`config.mk`:
```
export PLATFORM = sky130hd
export DESIGN_NAME = lsb_two_approx_rc_adder
export DESIGN_NICKNAME = d
export VERILOG_FILES = /design/src/rtl/lsb_two_approx_rc_adder.sv
export SDC_FILE = /design/constraint.sdc
export NUM_CORES = 1
export LEC_CHECK = 0
export BUFFER_PORTS_ARGS = -buffer_cell sky130_fd_sc_hd__buf_4
export CORE_AREA = 5 5 42 44
export DETAILED_ROUTE_END_ITERATION = 12
export DIE_AREA = 0 0 47 49
export GPL_TIMING_DRIVEN = 0
export PLACE_DENSITY = 0.64
export SYNTH_ARGS = -nofsm -noshare
export SYNTH_HDL_FRONTEND = slang
export SYNTH_SLANG_ARGS = --single-unit
```
`constraint.sdc`:
```
create_clock -name clk -period 0.8 [get_ports clk]
set_input_delay 0.24 -clock clk [delete_from_list [all_inputs] [get_ports clk]]
set_output_delay 0.24 -clock clk [all_outputs]
set_load 0.05 [all_outputs]
```
`src/rtl/lsb_two_approx_rc_adder.sv`:
```
// Registered ripple-carry adder whose low APPROX_BITS positions use approximate
// full-adder cells. The sum there is derived from the carry, and the carry itself stays exact.
module lsb_two_approx_rc_adder #(
  parameter int WIDTH       = 8,
  parameter int APPROX_BITS = 2
) (
  input  logic             clk,
  input  logic             rst,
  input  logic [WIDTH-1:0] A,
  input  logic [WIDTH-1:0] B,
  input  logic             Cin,
  output logic [WIDTH-1:0] S,
  output logic             Cout
);

  logic [WIDTH:0]   c;
  logic [WIDTH-1:0] s_comb;

  assign c[0] = Cin;

  for (genvar i = 0; i < WIDTH; i++) begin : g_bit
    assign c[i+1] = (A[i] & B[i]) | (A[i] & c[i]) | (B[i] & c[i]);
    if (i < APPROX_BITS) begin : g_approx
      // Inverted carry matches the true sum except when all three inputs are equal.
      assign s_comb[i] = ~c[i+1];
    end else begin : g_exact
      assign s_comb[i] = A[i] ^ B[i] ^ c[i];
    end
  end

  always_ff @(posedge clk or posedge rst) begin
    if (rst) begin
      S    <= '0;
      Cout <= 1'b0;
    end else begin
      S    <= s_comb;
      Cout <= c[WIDTH];
    end
  end

endmodule

```
==> flow_summary.json <==
{
  "start_util": 0.293,
  "grt_pass1_vias": 347,
  "setup_viol": 16,
  "outcome": "finished with violations",
  "synth-simple-area-share": 0.00915,
  "violations": "setup timing",
  "p_total_mw": 1.60,
  "netlist-cell-type-count": 9,
  "syn_area_per_cell_um2": 14.7,
  "ys_seq_area_frac": 0.549,
  "vias_per_cell": 4.17,
  "cp.required_ns": 0.99,
  "ant_nets": 0,
  "h-tree-depth": 1,
  "grt_max_degree": 10,
  "fin_nets": 88,
  "p_switching_mw": 0.577,
  "clk_path_buf_depth": 2,
  "fin_crit_sh": 3.36,
  "grt_antenna_before_repair": 0,
  "antennaDiodeCount": 0,
  "routed_wirelength_um": 885,
  "ios": 28,
  "rows": 14,
  "crit_path_max_fanout": 2,
  "synth_top_family_by_area": "adder cells",
  "avgRoutedWirePerCell_um": 11.3,
  "place.gp.congestion": 0.742,
  "rsz0062_at_grt": "true",
  "synth_compound_area_frac": 0.0579,
  "overflow": 0,
  "power_frac_comb": 0.435,
  "clkPwrFrac": 0.206,
  "mostFrequentLayoutCell": "buf_4",
  "p_int_mw": 1.02,
  "critPathLaunchType": "input port",
  "leakagePower_nw": 0.357,
  "placedCellCount": 71,
  "clock-sinks": 9,
  "tightest_slew_ns": 0.189,
  "relSlewSlack": 0.874,
  "grt_first_pass_wirelength_um": 1510,
  "seq_power_share": 0.359,
  "peakVddDrop_mv": 0.752,
  "cts_root_buf": "clkbuf_4",
  "drt_iter0_markers": 4,
  "syn_nets": 53,
  "swShare": 0.361,
  "synthCells": 28,
  "die_w_um": 47,
  "final_cell_mix": "buf_4 (17), buf_6 (11), dfrtp_2 (8), fa_2 (6)",
  "fmax_ghz": 0.372,
  "syn_area_um2": 410,
  "crit_type": "input port to flip-flop",
  "ys_ff_latch": 9,
  "pwr_density_cell_nw_per_um2": 2020,
  "fin_crit_ns": 2.69,
  "synth_adder_area_share": 0.320,
  "final_layout_size_suffix_gt1_frac": 0.871,
  "yosys_warnings": 0,
  "drc_errors": 0,
  "syn_to_final_growth_pct": 92.7,
  "fin_cells": 78,
  "cts_tree": "yes",
  "hpwl_um": 693,
  "synth_mux_area_frac": 0,
  "vias": 325,
  "die_h_um": 49,
  "crit_arrival_ns": 2.88,
  "max_cap_viol_count": 0,
  "coreArea_um2": 1400,
  "final_core_util": 0.564,
  "die_area_um2": 2300,
  "yosys.area_share.xor_xnor": 0,
  "numCtsBuffers": 3,
  "clkTransAtPathRegs_ns": 0.05,
  "final_hold_viol_count": 0,
  "hold_path_class": "input port to flip-flop",
  "portBuffers": 27,
  "layout_setup_ws_ns": -1.89,
  "track_usage": 0.0974,
  "critPathCaptureType": "flip-flop",
  "first_pass_iters": 2,
  "final_max_slew_viol_count": 0
}
==> worst max-delay path: stages <==
cell and delay, ns:
buf_8 0.10, o22ai_4 0.18, o21ai_2 0.09, fa_2 0.34
fa_2 0.35, fa_2 0.35, fa_2 0.36, fa_2 0.34
inv_2 0.06, fa_2 0.42, inv_2 0.05
==> power by group through the flow <==
| stage | registers (mW) | clock network [mW] | logic [mW] |
|---|---|---|---|
| 2_1_floorplan | 0.846 | 0 | 0.0926 |
| 3_3_place_gp | 0.567 | 0 | 0.602 |
| 3_5_place_dp | 0.567 | 0 | 0.611 |
| 4_1_cts | 0.574 | 0.341 | 0.691 |
| 5_1_grt | 0.580 | 0.369 | 0.742 |
| 6_report | 0.574 | 0.328 | 0.694 |
==> sequential cells by signal (all words and copies together), names as in the netlist <==
register / cells
S: 8
Cout: 1
==> synthesized netlist by cell type <==
cell | count | share of area
o21ai_0 | 1 | 0.012
inv_1 | 7 | 0.064
fa_1 | 6 | 0.29
a21oi_1 | 1 | 0.012
o22ai_1 | 1 | 0.015
o21a_1 | 1 | 0.018
maj3_2 | 1 | 0.027
nand2_1 | 1 | 0.0091
dfrtp_1 | 9 | 0.55
==> routing by layer <==
| layer | track usage | vias to the layer above | routed length, um |
|---|---|---|---|
| met5 | 0 | - | 0 |
| met4 | 0.0968 | 0 | 44 |
| met3 | 0.0148 | 4 | 74 |
| met2 | 0.158 | 16 | 470 |
| met1 | 0.0951 | 154 | 296 |
| li1 | - | 151 | - |
==> metrics by stage <==
stage | area (um2) | setup slack (ns) | setup TNS [ns] | hold WS [ns]
finish | 791 | -1.89 | -9.80 | 0.289
global route | 791 | -1.96 | -10.41 | 0.292
CTS | 783 | -1.87 | -9.73 | 0.282
detailed placement | 669 | -2.18 | -9.87 | 0.220
global placement | 669 | -2.15 | -9.73 | 0.213
floorplan | 447 | -1.94 | -8.40 | 0.0674
==> cell families after synthesis <==
group | after synthesis
AOI/OAI and AO/OA | 4
adders and majority gates | 7
buffers and inverters | 7
DFF | 9
and+or+nand+nor | 1
==> cell type report <==
| type | count | area, um2 |
|---|---|---|
| well taps | 16 | 20.0 |
| multi-input cells | 12 | 203 |
| repair buffers | 30 | 277 |
| inverters | 7 | 30.0 |
| fillers | 121 | 611 |
| flip-flops and latches | 9 | 235 |
| clock buffers | 4 | 26.3 |
==> path summary, 6_finish.rpt <==
check,start,endpoint,depth (start not counted)
worst max-delay path,B[1],S[7],11
worst min-delay path,B[1],S[1],3
max in group asynchronous,rst,S[6],3
min in group asynchronous,rst,S[2],3
==> timing repair <==
item,CTS,global route
hold buffers,1,0
cloned,0,0
endpoints found under the hold margin,9,0
buffers inserted,2,0
endpoints found under the setup margin,16,25
pin swaps,0,1
gates resized for setup,17,3
Note: power is estimated with default switching activity, not from simulation.
